$ cat src/rtl/fetch_controller.sv
// -----------------------------------------------------------------------------
// fetch_controller
//   Instruction-fetch front end.  Holds the program counter, presents it to a
//   combinational instruction memory, and registers the returned word for the
//   decode stage.  Supports start, branch redirect, decode stall, end-of-memory
//   detection and address faults.
//
// Parameters
//   MEM_BYTES : instruction memory size in bytes; legal words 0..MEM_BYTES-4
//   RESET_PC  : PC value loaded by reset
//
// Ports
//   clk            in   clock, rising edge
//   reset          in   asynchronous active-low reset
//   Start          in   pulse: begin fetching at Start_Address
//   Start_Address  in   64-bit first fetch address
//   Branch_Taken   in   redirect request from execute
//   Branch_Target  in   64-bit redirect address
//   Stall          in   decode not ready
//   Inst_Address   out  64-bit address to instruction memory (== PC)
//   Instruction    in   32-bit combinational read data
//   IF_Valid       out  IF_Instruction / IF_PC hold a valid word
//   IF_Instruction out  registered fetched instruction
//   IF_PC          out  address IF_Instruction came from
//   Done           out  fetch ran past the last legal word
//   Fault          out  illegal start or branch address seen
//   Fetch_Count    out  instructions delivered since last Start (saturating)
// -----------------------------------------------------------------------------
module fetch_controller #(
  parameter int          MEM_BYTES = 80,
  parameter logic [63:0] RESET_PC  = 64'd0
) (
  input  logic        clk,
  input  logic        reset,
  input  logic        Start,
  input  logic [63:0] Start_Address,
  input  logic        Branch_Taken,
  input  logic [63:0] Branch_Target,
  input  logic        Stall,
  output logic [63:0] Inst_Address,
  input  logic [31:0] Instruction,
  output logic        IF_Valid,
  output logic [31:0] IF_Instruction,
  output logic [63:0] IF_PC,
  output logic        Done,
  output logic        Fault,
  output logic [31:0] Fetch_Count
);

  localparam logic [63:0] LAST_ADDR = 64'(MEM_BYTES - 4);

  typedef enum logic [1:0] {
    ST_IDLE  = 2'd0,
    ST_RUN   = 2'd1,
    ST_DONE  = 2'd2,
    ST_FAULT = 2'd3
  } state_t;

  state_t      r_state;
  logic [63:0] r_pc;
  logic        r_if_valid;
  logic [31:0] r_if_inst;
  logic [63:0] r_if_pc;
  logic [31:0] r_fetch_count;

  state_t      w_state_nxt;
  logic [63:0] w_pc_nxt;
  logic        w_if_valid_nxt;
  logic [31:0] w_if_inst_nxt;
  logic [63:0] w_if_pc_nxt;
  logic [31:0] w_fetch_count_nxt;
  logic [63:0] w_pc_plus4;

  // A fetch address is legal when word-aligned and inside the memory.
  function automatic logic addr_legal(input logic [63:0] a);
    return (a[1:0] == 2'b00) && (a <= LAST_ADDR);
  endfunction

  assign w_pc_plus4 = r_pc + 64'd4;

  // State and datapath registers; reset clears everything asynchronously.
  always_ff @(posedge clk or negedge reset) begin
    if (!reset) begin
      r_state       <= ST_IDLE;
      r_pc          <= RESET_PC;
      r_if_valid    <= 1'b0;
      r_if_inst     <= 32'd0;
      r_if_pc       <= 64'd0;
      r_fetch_count <= 32'd0;
    end else begin
      r_state       <= w_state_nxt;
      r_pc          <= w_pc_nxt;
      r_if_valid    <= w_if_valid_nxt;
      r_if_inst     <= w_if_inst_nxt;
      r_if_pc       <= w_if_pc_nxt;
      r_fetch_count <= w_fetch_count_nxt;
    end
  end

  // Next-state and datapath update; everything holds unless an event fires.
  always_comb begin
    w_state_nxt       = r_state;
    w_pc_nxt          = r_pc;
    w_if_valid_nxt    = r_if_valid;
    w_if_inst_nxt     = r_if_inst;
    w_if_pc_nxt       = r_if_pc;
    w_fetch_count_nxt = r_fetch_count;

    case (r_state)
      ST_RUN: begin
        if (Branch_Taken) begin
          // Flush the fetched word; redirect or fault on a bad target.
          w_if_valid_nxt = 1'b0;
          if (addr_legal(Branch_Target)) begin
            w_pc_nxt = Branch_Target;
          end else begin
            w_state_nxt = ST_FAULT;
          end
        end else if (Stall && r_if_valid) begin
          // Decode is holding the current word; freeze the pipeline.
          w_pc_nxt = r_pc;
        end else begin
          w_if_inst_nxt  = Instruction;
          w_if_pc_nxt    = r_pc;
          w_if_valid_nxt = 1'b1;
          if (r_fetch_count != 32'hFFFF_FFFF) begin
            w_fetch_count_nxt = r_fetch_count + 32'd1;
          end else begin
            w_fetch_count_nxt = r_fetch_count;
          end
          // Last word captured: stop with PC parked on it.
          if (w_pc_plus4 > LAST_ADDR) begin
            w_state_nxt = ST_DONE;
          end else begin
            w_pc_nxt = w_pc_plus4;
          end
        end
      end

      ST_IDLE, ST_DONE, ST_FAULT: begin
        // In DONE the final word drains once decode accepts it.
        if ((r_state == ST_DONE) && !Stall) begin
          w_if_valid_nxt = 1'b0;
        end else begin
          w_if_valid_nxt = r_if_valid;
        end
        if (Start) begin
          if (addr_legal(Start_Address)) begin
            w_pc_nxt          = Start_Address;
            w_fetch_count_nxt = 32'd0;
            w_state_nxt       = ST_RUN;
          end else begin
            w_state_nxt    = ST_FAULT;
            w_if_valid_nxt = 1'b0;
          end
        end else begin
          w_state_nxt = r_state;
        end
      end

      default: begin
        w_state_nxt    = ST_IDLE;
        w_if_valid_nxt = 1'b0;
      end
    endcase
  end

  assign Inst_Address   = r_pc;
  assign IF_Valid       = r_if_valid;
  assign IF_Instruction = r_if_inst;
  assign IF_PC          = r_if_pc;
  assign Fetch_Count    = r_fetch_count;
  assign Done           = (r_state == ST_DONE);
  assign Fault          = (r_state == ST_FAULT);

endmodule
$ cat config.mk
export PLATFORM = sky130hd
export DESIGN_NAME = fetch_controller
export DESIGN_NICKNAME = d
export VERILOG_FILES = /design/src/rtl/fetch_controller.sv
export SDC_FILE = /design/constraint.sdc
export NUM_CORES = 1
export LEC_CHECK = 0
export CAP_MARGIN = 20
export CORE_MARGIN = 1
export CORE_UTILIZATION = 45
export DETAILED_ROUTE_END_ITERATION = 12
export PLACE_DENSITY = 0.8
export REMOVE_ABC_BUFFERS = 1
export SLEW_MARGIN = 25
export SYNTH_ARGS = -nofsm -noshare
export SYNTH_HDL_FRONTEND = slang
export SYNTH_SLANG_ARGS = --single-unit
$ cat constraint.sdc
create_clock -name clk -period 4.9 [get_ports clk]
set_input_delay 0.735 -clock clk [delete_from_list [all_inputs] [get_ports clk]]
set_output_delay 0.735 -clock clk [all_outputs]
set_load 0.1 [all_outputs]
==> reports/qor.yml, run 1 <==
final_cells: 1752
setup_ws_ps: 715
htreeDepth: 4
first_pass_iters: 5
slew_violations: 0
critical_path_required_ps: 5210
cts_tree: "yes"
ys_warn_count: 0
min_path_type: "in2async"
switching_share_pct: 45.7
drv_cap: 0
post-cts-setup-buffer-count: 0
place_hpwl_mm: 24.0
p_comb_share_pct: 41.1
status: "finished, final reports clean"
finClkSkew_ps: 16.6
tightest_slew_ps: 1060
regArea_um2: 4880
initial_core_util_pct: 46.1
crit_arrival_ps: 4490
power.leakage_nw: 6.20
synth_seq_area_share_pct: 50.1
io_buffers: 359
syn_inst: 1126
finalHoldViolations: 0
die_area_um2: 22300
clkPwrFrac_pct: 24.0
grt_max_degree: 102
cp_slowest_cell: "o41a_1"
clkTransAtPathRegs_ps: 80
dr.first_iter.drc_count: 754
max_freq_mhz: 239
ctsHoldBuffers: 0
area_growth_pct: 45.0
core_um2: 21200
critPathCaptureType: "register"
ant_nets: 0
crit_chain: "ha_1 > nand2_1 > nor4_1 > nand4_1 > or2_2 > a211o_1 > nor4_1 > nand3_1 > o41a_1 > buf_4 > mux2_4"
criticalPathCategory: "reg2reg"
async_flop_share_pct: 100
grt_overflow: 0
crit_path_frequent_cell: "nor4_1"
placed_cell_area_um2: 13600
ir_worst_vdd_uv: 317
drive_above_1_share_pct: 5.08
vias: 9655
routed_wl_mm: 32.2
p_sw_mw: 2.55
cts_buffers: 17
synth_edf_count: 0
drc: 0
cts_root_buf: "clkbuf_16"
grt_pass1_wl_mm: 49.9
ys_ff_latch: 195
critPathBufInv: 1
avgSynthCellArea_um2: 8.66
critPathTopFamily: "simple AND/OR/NAND/NOR gates"
fp.dieH_um: 149
finalPower_mw: 5.57
grt_pass1_vias: 9213
fillers: 1757
p_int_mw: 3.03
p_per_area_nw_per_um2: 394
gr-usage-all-layers_pct: 29.0
final_nets: 1631
timing.final.crit_period_ps: 4190
rsz0062_at_grt: "no"
slew_headroom_pct: 29.0
cts_resized: 0
gp_congestion: 1.01
setup_viol: 0
holdWs_ps: 378
ioPinCount: 360
cts.sinks: 195
synth_area_um2: 9750
post-route-period-util_pct: 85.4
startpoint_type: "register"
seq_power_share_pct: 34.9
post-place-cells: 1719
place_worst_setup_slack_ps: 803
ys_types: 60
path_max_fanout: 27
wl_per_cell_um: 18.4
multi_input_comb_area_um2: 4590
dieWidth_um: 149
placementRows: 53
clock_latency_ps: 430
max_stage_delay_ps: 490
clock_path_buffers: 2
vias_per_cell: 5.51
yosys_most_used_dff: "dfrtp_1"
design_area_um2: 14100
antenna_found_initial: 1
through the flow:
step           setup TNS, ps  utilization (%)
2_1_floorplan        -102150                -
3_3_place_gp               0             64.2
3_5_place_dp               0             64.2
4_1_cts                    0             66.8
5_1_grt                    0             66.8
6_report                   0             66.8
state kept, by name, summed over array words and instances, names as in the netlist:
name	flops
Fetch_Count	32
IF_Instruction	32
IF_PC	64
IF_Valid	1
Inst_Address	64
r_state	2
cells in the final DEF, fill, tap and decap left out, drive strengths merged, types with 2 or more instances in the layout:
cell type,n
xor2,20
a31oi,13
or3,7
and2,72
nand4,37
nand2,364
a21oi,12
or4,6
nor2,50
a21boi,4
o31a,2
or3b,2
and4,14
a41o,3
buf,16
nor4,49
nand3,40
ha,3
o21a,2
a211oi,3
a311oi,6
and3,17
clkbuf,20
xnor2,6
nand2b,5
inv,16
o211ai,3
mux2i,4
dfrtp,195
o22ai,4
mux2,10
nor2b,3
o21ai,55
clkinv,7
or2,2
nor3,23
o31ai,5
a41oi,2
a2111oi,3
clkdlybuf4s50,357
layout make-up:
cell class,count,area share [%]
diodes,1,0.0177
well taps,275,2.43
flip-flops and latches,195,34.5
repair buffers,374,26.3
clock buffers,19,3.13
inverters,11,0.292
clock inverters,13,0.832
multi-input cells,864,32.5
worst paths after layout:
path | from | to | slack, ps | cells after the start
worst max register to register | Inst_Address[3]$_DFFE_PN0P_ | Inst_Address[5]$_DFFE_PN0P_ | 710 | 11
worst min register to register | IF_Instruction[24]$_DFFE_PN0P_ | IF_Instruction[24]$_DFFE_PN0P_ | 470 | 2
min in group clk | IF_Instruction[24]$_DFFE_PN0P_ | IF_Instruction[24]$_DFFE_PN0P_ | 470 | 2
max in group asynchronous | reset | IF_PC[14]$_DFFE_PN0P_ | 3480 | 2
worst min-delay path | reset | IF_PC[53]$_DFFE_PN0P_ | 380 | 1
worst max-delay path | Inst_Address[3]$_DFFE_PN0P_ | Inst_Address[5]$_DFFE_PN0P_ | 710 | 11
cell usage after synthesis, drive strengths merged, types with 3 or more instances:
cell | number | area [um^2]
nand2 | 364 | 1370
dfrtp | 195 | 4880
and2 | 72 | 450
o21ai | 55 | 275
nor2 | 50 | 188
nor4 | 49 | 334
clkbuf | 43 | 161
nand3 | 40 | 200
nand4 | 37 | 259
nor3 | 23 | 115
xor2 | 20 | 175
and3 | 17 | 106
and4 | 14 | 123
a31oi | 13 | 81.3
buf | 13 | 85.1
a21oi | 12 | 60.1
inv | 11 | 41.3
mux2 | 10 | 120
or3 | 7 | 43.8
a311oi | 6 | 52.6
or4 | 6 | 52.6
xnor2 | 6 | 52.6
nand2b | 5 | 31.3
o31ai | 5 | 37.5
a21boi | 4 | 30.0
mux2i | 4 | 40.0
o22ai | 4 | 25.0
a2111oi | 3 | 26.3
a211oi | 3 | 22.5
a41o | 3 | 30.0
ha | 3 | 37.5
nor2b | 3 | 18.8
o211ai | 3 | 22.5
cell families (layout without fill, tap and decap cells):
| logic type | Yosys count | count (layout) | share of synthesized area, % |
|---|---|---|---|
| AOI/OAI and AO/OA | 125 | 125 | 8.12 |
| xor gates and xnor gates | 26 | 26 | 2.34 |
| adders and majority gates | 3 | 3 | 0.385 |
| buffers and inverters | 67 | 417 | 2.95 |
| DFF | 195 | 195 | 50.1 |
| muxes | 14 | 14 | 1.64 |
| other | 0 | 1 | 0 |
| and+or+nand+nor | 696 | 696 | 34.5 |
metal layers:
layer | GRT usage, % | up-vias | part of all wire (%)
met2 | 46.9 | 388 | 48
met5 | 0 | - | 0
met1 | 39.0 | 4646 | 43
met4 | 10.5 | 0 | 2.3
li1 | - | 4570 | -
met3 | 5.32 | 51 | 6.5
power by group through the flow:
stage / clock network (mW) / registers [mW] / logic [mW]
after floorplan: 0 / 3.22 / 0.351
after global placement: 0 / 1.97 / 2.28
after detailed placement: 0 / 1.98 / 2.30
after CTS: 1.36 / 1.95 / 2.30
after global routing: 1.42 / 1.98 / 2.39
final: 1.34 / 1.95 / 2.29
(Power assumes the default switching activity.)
==> inputs of run 2 (changes only) <==
--- a/config.mk
+++ b/config.mk
@@ -10,7 +10,6 @@
 export CORE_UTILIZATION = 45
 export DETAILED_ROUTE_END_ITERATION = 12
 export PLACE_DENSITY = 0.8
-export REMOVE_ABC_BUFFERS = 1
 export SLEW_MARGIN = 25
 export SYNTH_ARGS = -nofsm -noshare
 export SYNTH_HDL_FRONTEND = slang
==> run 2 against run 1 <==
Worst hold slack improved by 0.63 ps. Clock-buffer cell count shrank 1. Setup slack better by 110 ps. Sequential power about the same. Routed wire length up 3.4%. Largest cell class unchanged. Largest power group unchanged.
==> reports/qor.yml, run 2 (synthesis results as in run 1) <==
placementRows: 53  # unchanged
tns_ps: 0  # unchanged
path_max_fanout: 62  # +130%
clock_path_buffers: 2  # unchanged
min_path_type: "in2async"
status: "finished, final reports clean"
design_area_um2: 14200  # +0.38%
ir_worst_vdd_uv: 233  # -26%
drive_above_1_share_pct: 5.08  # unchanged
wl_per_cell_um: 19.0  # +3.5%
timing.final.crit_period_ps: 4070  # -111 ps
antenna_found_initial: 0  # -1
slew_headroom_pct: 27.2  # -1.9 points
routed_wl_mm: 33.3  # +3.4%
critPathBufInv: 0  # -1
final_common_cell: "nand2_1"
layout.cells.most_common_list: "nand2_1, clkdlybuf4s50_1, dfrtp_1"
critical_path_required_ps: 5220  # about the same
finalPower_mw: 5.64  # +1.3%
clkTransAtPathRegs_ps: 70  # about the same
post-cts-setup-buffer-count: 0  # unchanged
area_growth_pct: 45.6
p_comb_share_pct: 40.5  # -0.6 points
grt_max_degree: 120  # +18%
p_sw_mw: 2.57  # +0.86%
vias_per_cell: 5.49  # -0.38%
slew_violations: 0  # unchanged
clock_latency_ps: 440  # about the same
fp.dieH_um: 149  # unchanged
placed_cell_area_um2: 13600  # about the same
ant_nets: 0  # unchanged
drc: 0  # unchanged
finClkSkew_ps: 15.0  # -1.62 ps
post-route-util_pct: 67.1  # +0.25 points
grt_pass1_wl_mm: 52.5  # +5.2%
vias: 9613  # -0.44%
final_nets: 1631  # unchanged
post-route-period-util_pct: 83.1  # -2.3 points
ioPinCount: 360  # unchanged
max_freq_mhz: 245  # +2.7%
max_stage_delay_ps: 700  # +210 ps
crit_chain: "ha_1 > nand2_1 > or4_4 > a2111oi_0 > o22ai_1 > or4b_1 > o41a_4 > mux2_4"
clkPwrFrac_pct: 24.9  # +0.9 points
die_area_um2: 22300  # unchanged
critPathCaptureType: "register"
rsz0062_at_grt: "no"
place_hpwl_mm: 24.7  # +2.7%
cts_tree: "yes"
diodes: 0  # -1
dieWidth_um: 149  # unchanged
cp_slowest_cell: "o41a_4"
finalHoldViolations: 0  # unchanged
grt_overflow: 0  # unchanged
startpoint_type: "register"
ctsHoldBuffers: 0  # unchanged
cts.sinks: 195  # unchanged
r2r-start: "Inst_Address[3]$_DFFE_PN0P_"
grt_pass1_vias: 9171  # -0.46%
power.leakage_nw: 6.23  # +0.42%
cts_root_buf: "clkbuf_16"
p_int_mw: 3.08  # +1.6%
seq_power_share_pct: 34.5  # -0.4 points
first_pass_iters: 5  # unchanged
core_um2: 21200  # unchanged
dr.first_iter.drc_count: 835  # +11%
p_per_area_nw_per_um2: 398  # +0.89%
initial_core_util_pct: 46.1  # unchanged
gr-usage-all-layers_pct: 30.5  # +1.5 points
switching_share_pct: 45.5  # -0.18 points
tightest_slew_ps: 1090  # +27.8 ps
setup_viol: 0  # unchanged
crit_start: "Inst_Address[3]$_DFFE_PN0P_"
gp_congestion: 0.988  # -2.5%
htreeDepth: 4  # unchanged
critPathTopFamily: "compound AO/OA/AOI/OAI gates"
drv_cap: 0  # unchanged
cts_resized: 0  # unchanged
syn_nets: 1294
crit_arrival_ps: 4400  # -90 ps
cts_buffers: 17  # unchanged
criticalPathCategory: "reg2reg"
io_buffers: 359  # unchanged
==> run 2: cell types whose count changed in the layout (fill, tap and decap cells not counted), sizes merged <==
| cell | previous run | this run |
|---|---|---|
| clkbuf | 20 | 18 |
| clkdlybuf4s50 | 357 | 358 |
| bufinv | 0 | 1 |
| diode | 1 | 0 |
==> run 2: final cells by class <==
class / instances / area [um^2]
Multi-Input combinational cell: 864 / 4600
Timing Repair Buffer: 374 / 3730
Clock inverter: 14 / 168
Inverter: 11 / 41.3
Fill cell: 1697 / 6960
Clock buffer: 18 / 429
Tap cell: 275 / 344
Sequential cell: 195 / 4880
==> run 2: worst paths after layout <==
check	end	slack, ps	cells past startpoint
max	Inst_Address[6]$_DFFE_PN0P_	830	8
min	IF_PC[29]$_DFFE_PN0P_	380	1
max reg2reg	Inst_Address[6]$_DFFE_PN0P_	830	8
min reg2reg	IF_Instruction[12]$_DFFE_PN0P_	480	2
max in group asynchronous	Fetch_Count[30]$_DFFE_PN0P_	3590	2
min in group clk	IF_Instruction[12]$_DFFE_PN0P_	480	2
==> run 2: worst register-to-register path: stages (launching register included) <==
cell and delay [ps]:
dfrtp_1 490, ha_1 350, nand2_1 210, or4_4 580, a2111oi_0 560, o22ai_1 140
or4b_1 560, o41a_4 700, mux2_4 380
==> run 2: metrics by stage <==
step                instances  hold WS [ps]  setup slack [ps]
detailed placement       1719           461               667
global placement         1719           457               760
CTS                      1751           480               646
global route             1751           456               546
floorplan                1126           439               736
finish                   1751           379               826
==> run 2: power groups by stage <==
stage	logic, mW	clock network (mW)	registers, mW
after floorplan	0.409	0	3.19
after global placement	2.27	0	1.97
after detailed placement	2.29	0	1.98
after CTS	2.29	1.43	1.95
after global routing	2.39	1.50	1.98
final	2.29	1.41	1.95
==> run 2: metal layers <==
metal  GRT usage, %  routed length (um)
met1           44.8               15300
met2           46.7               15200
met3           5.02                2240
met4           7.76                 520
met5              0                   0
==> inputs of run 3 (changes only) <==
==> constraint.sdc (replaced) <==
create_clock -name clk -period 3.75 [get_ports clk]
set_input_delay 0.5625 -clock clk [delete_from_list [all_inputs] [get_ports clk]]
set_output_delay 0.5625 -clock clk [all_outputs]
set_load 0.1 [all_outputs]
==> run 3 against run 2 <==
Sequential power up 30%. Setup slack worse by 670 ps. Via count up 3.1%. Combinational power up 34%. Clock-buffer cell count up 1. Largest cell class unchanged.
==> reports/qor.yml, run 3 (synthesis results as in run 1) <==
cts_tree: "yes"
cp_slowest_cell: "or4_4"
max_freq_mhz: 278  # +13%
path_max_fanout: 24  # -61%
diodes: 0  # unchanged
setup_viol: 0  # unchanged
min_path_type: "in2async"
routed_wl_mm: 33.3  # about the same
crit_chain: "ha_1 > nand2_1 > or4_4 > nor4_2 > nand4_1 > o31ai_1 > or4b_4 > o41a_1 > buf_12 > mux2_4"
slew_violations: 0  # unchanged
crit_arrival_ps: 3910  # -490 ps
rsz0062_at_grt: "no"
place_worst_setup_slack_ps: 159  # -508 ps
clkTransAtPathRegs_ps: 80  # about the same
drc: 0  # unchanged
setup_ws_ps: 155  # -671 ps
ant_nets: 0  # unchanged
tns_ps: 0  # unchanged
htreeDepth: 4  # unchanged
finClkSkew_ps: 12.9  # -2.10 ps
vias: 9911  # +3.1%
dieWidth_um: 149  # unchanged
critical_path_required_ps: 4070  # -1150 ps
antenna_found_initial: 0  # unchanged
reg2reg_depth: 10  # +2
cts.sinks: 195  # unchanged
finalPower_mw: 7.38  # +31%
grt_overflow: 0  # unchanged
gp_congestion: 0.936  # -5.3%
criticalPathCategory: "reg2reg"
grt_pass1_vias: 9511  # +3.7%
cts_root_buf: "clkbuf_16"
drive_above_1_share_pct: 11.5  # +6.4 points
clock_path_buffers: 2  # unchanged
ioPinCount: 360  # unchanged
area_growth_pct: 50.4
r2r-start: "Inst_Address[2]$_DFFE_PN0P_"
layout.cells.most_common_list: "nand2_1, clkdlybuf4s50_1, dfrtp_1"
post-cts-setup-buffer-count: 0  # unchanged
p_per_area_nw_per_um2: 503  # +27%
drv_cap: 0  # unchanged
cts_buffers: 17  # unchanged
final_cells: 1801  # +2.9%
power.leakage_nw: 6.41  # +2.9%
vias_per_cell: 5.50  # +0.24%
placementRows: 53  # unchanged
status: "finished, final reports clean"
timing.final.crit_period_ps: 3590  # -479 ps
io_buffers: 359  # unchanged
initial_core_util_pct: 46.1  # unchanged
dr.first_iter.drc_count: 769  # -7.9%
rrSetupSlack_ps: 160  # -670 ps
place_hpwl_mm: 24.9  # +1.0%
ir_worst_vdd_uv: 417  # +78%
r2r_end: "Inst_Address[5]$_DFFE_PN0P_"
core_um2: 21200  # unchanged
gr-usage-all-layers_pct: 30.3  # -0.22 points
tightest_slew_ps: 1070  # -16.8 ps
final_nets: 1681  # +3.1%
clock_latency_ps: 430  # about the same
grt_max_degree: 100  # -17%
post-route-period-util_pct: 95.9  # +13 points
fillers: 1689  # -0.47%
post-place-cells: 1769  # +2.9%
slew_headroom_pct: 28.3  # +1.1 points
max_stage_delay_ps: 570  # -130 ps
syn_nets: 1294  # unchanged
final_common_cell: "nand2_1"
die_area_um2: 22300  # unchanged
fp.dieH_um: 149  # unchanged
startpoint_type: "register"
critPathCaptureType: "register"
grt_pass1_wl_mm: 52.2  # -0.68%
wl_per_cell_um: 18.5  # -2.8%
first_pass_iters: 5  # unchanged
finalHoldViolations: 0  # unchanged
run 3: cell count changes in the layout (fill, tap and decap cells not counted), moves of 3 or more:
cell | previous run | this run
buf_4 | 13 | 63
dfrtp_1 | 195 | 151
dfrtp_2 | 0 | 37
clkbuf_8 | 0 | 3
inv_8 | 4 | 1
dfrtp_4 | 0 | 7
run 3: what timing repair did:
item / 4_1_cts / 5_1_grt
hold buffers: 0 / 0
endpoints found under the hold margin: 0 / 0
gates resized for setup: 0 / 8
endpoints found under the setup margin: 0 / 42
run 3: metal layers:
| layer | global-route usage [%] | share of wire [%] |
|---|---|---|
| met5 | 0 | 0 |
| met4 | 8.21 | 2.0 |
| met3 | 5.75 | 7.0 |
| met2 | 50.7 | 49 |
| met1 | 40.1 | 42 |
run 3: power by group:
part | switching (mW) | leakage [nW] | internal (mW)
clock network | 0.854 | 0.274 | 0.907
registers | 0.186 | 2.58 | 2.34
logic | 2.29 | 3.55 | 0.791
run 3: through the flow:
stage                     cell area (um^2)  util (%)  hold WS [ps]
after global routing                 14700      69.3           254
after floorplan                       9820         -           267
after detailed placement             14000      66.4           461
final                                14700      69.3           219
after global placement               14000      66.4           456
after CTS                            14600      69.1           237
run 3: worst max-delay path by stage:
stage,startpoint,end,slack (ps)
3_3_place_gp,Inst_Address[3]$_DFFE_PN0P_,Inst_Address[5]$_DFFE_PN0P_,200
3_5_place_dp,Inst_Address[15]$_DFFE_PN0P_,Inst_Address[5]$_DFFE_PN0P_,160
4_1_cts,Inst_Address[15]$_DFFE_PN0P_,Inst_Address[5]$_DFFE_PN0P_,140
2_1_floorplan,Inst_Address[44]$_DFFE_PN0P_,Inst_Address[5]$_DFFE_PN0P_,2
6_report,Inst_Address[2]$_DFFE_PN0P_,Inst_Address[5]$_DFFE_PN0P_,160
5_1_grt,Inst_Address[2]$_DFFE_PN0P_,Inst_Address[35]$_DFFE_PN0P_,30
run 3: layout make-up:
type                       instances  area (um^2)  area share [%]
clock buffer                      19          453            3.09
inverter                          11         41.3           0.282
sequential                       195         4950            33.8
timing repair buffer             424         4110            28.0
clock inverter                    13          124           0.845
tap                              275          344            2.35
multi-input combinational        864         4630            31.6
run 3: critical path, delay by kind of cell (launching register included):
| kind | cells | cell delay (ps) |
|---|---|---|
| AOI/OAI and AO/OA | 2 | 520 |
| and+or+nand+nor | 5 | 1830 |
| buffers and inverters | 1 | 180 |
| adders and majority gates | 1 | 190 |
| muxes | 1 | 300 |
| DFF | 1 | 460 |
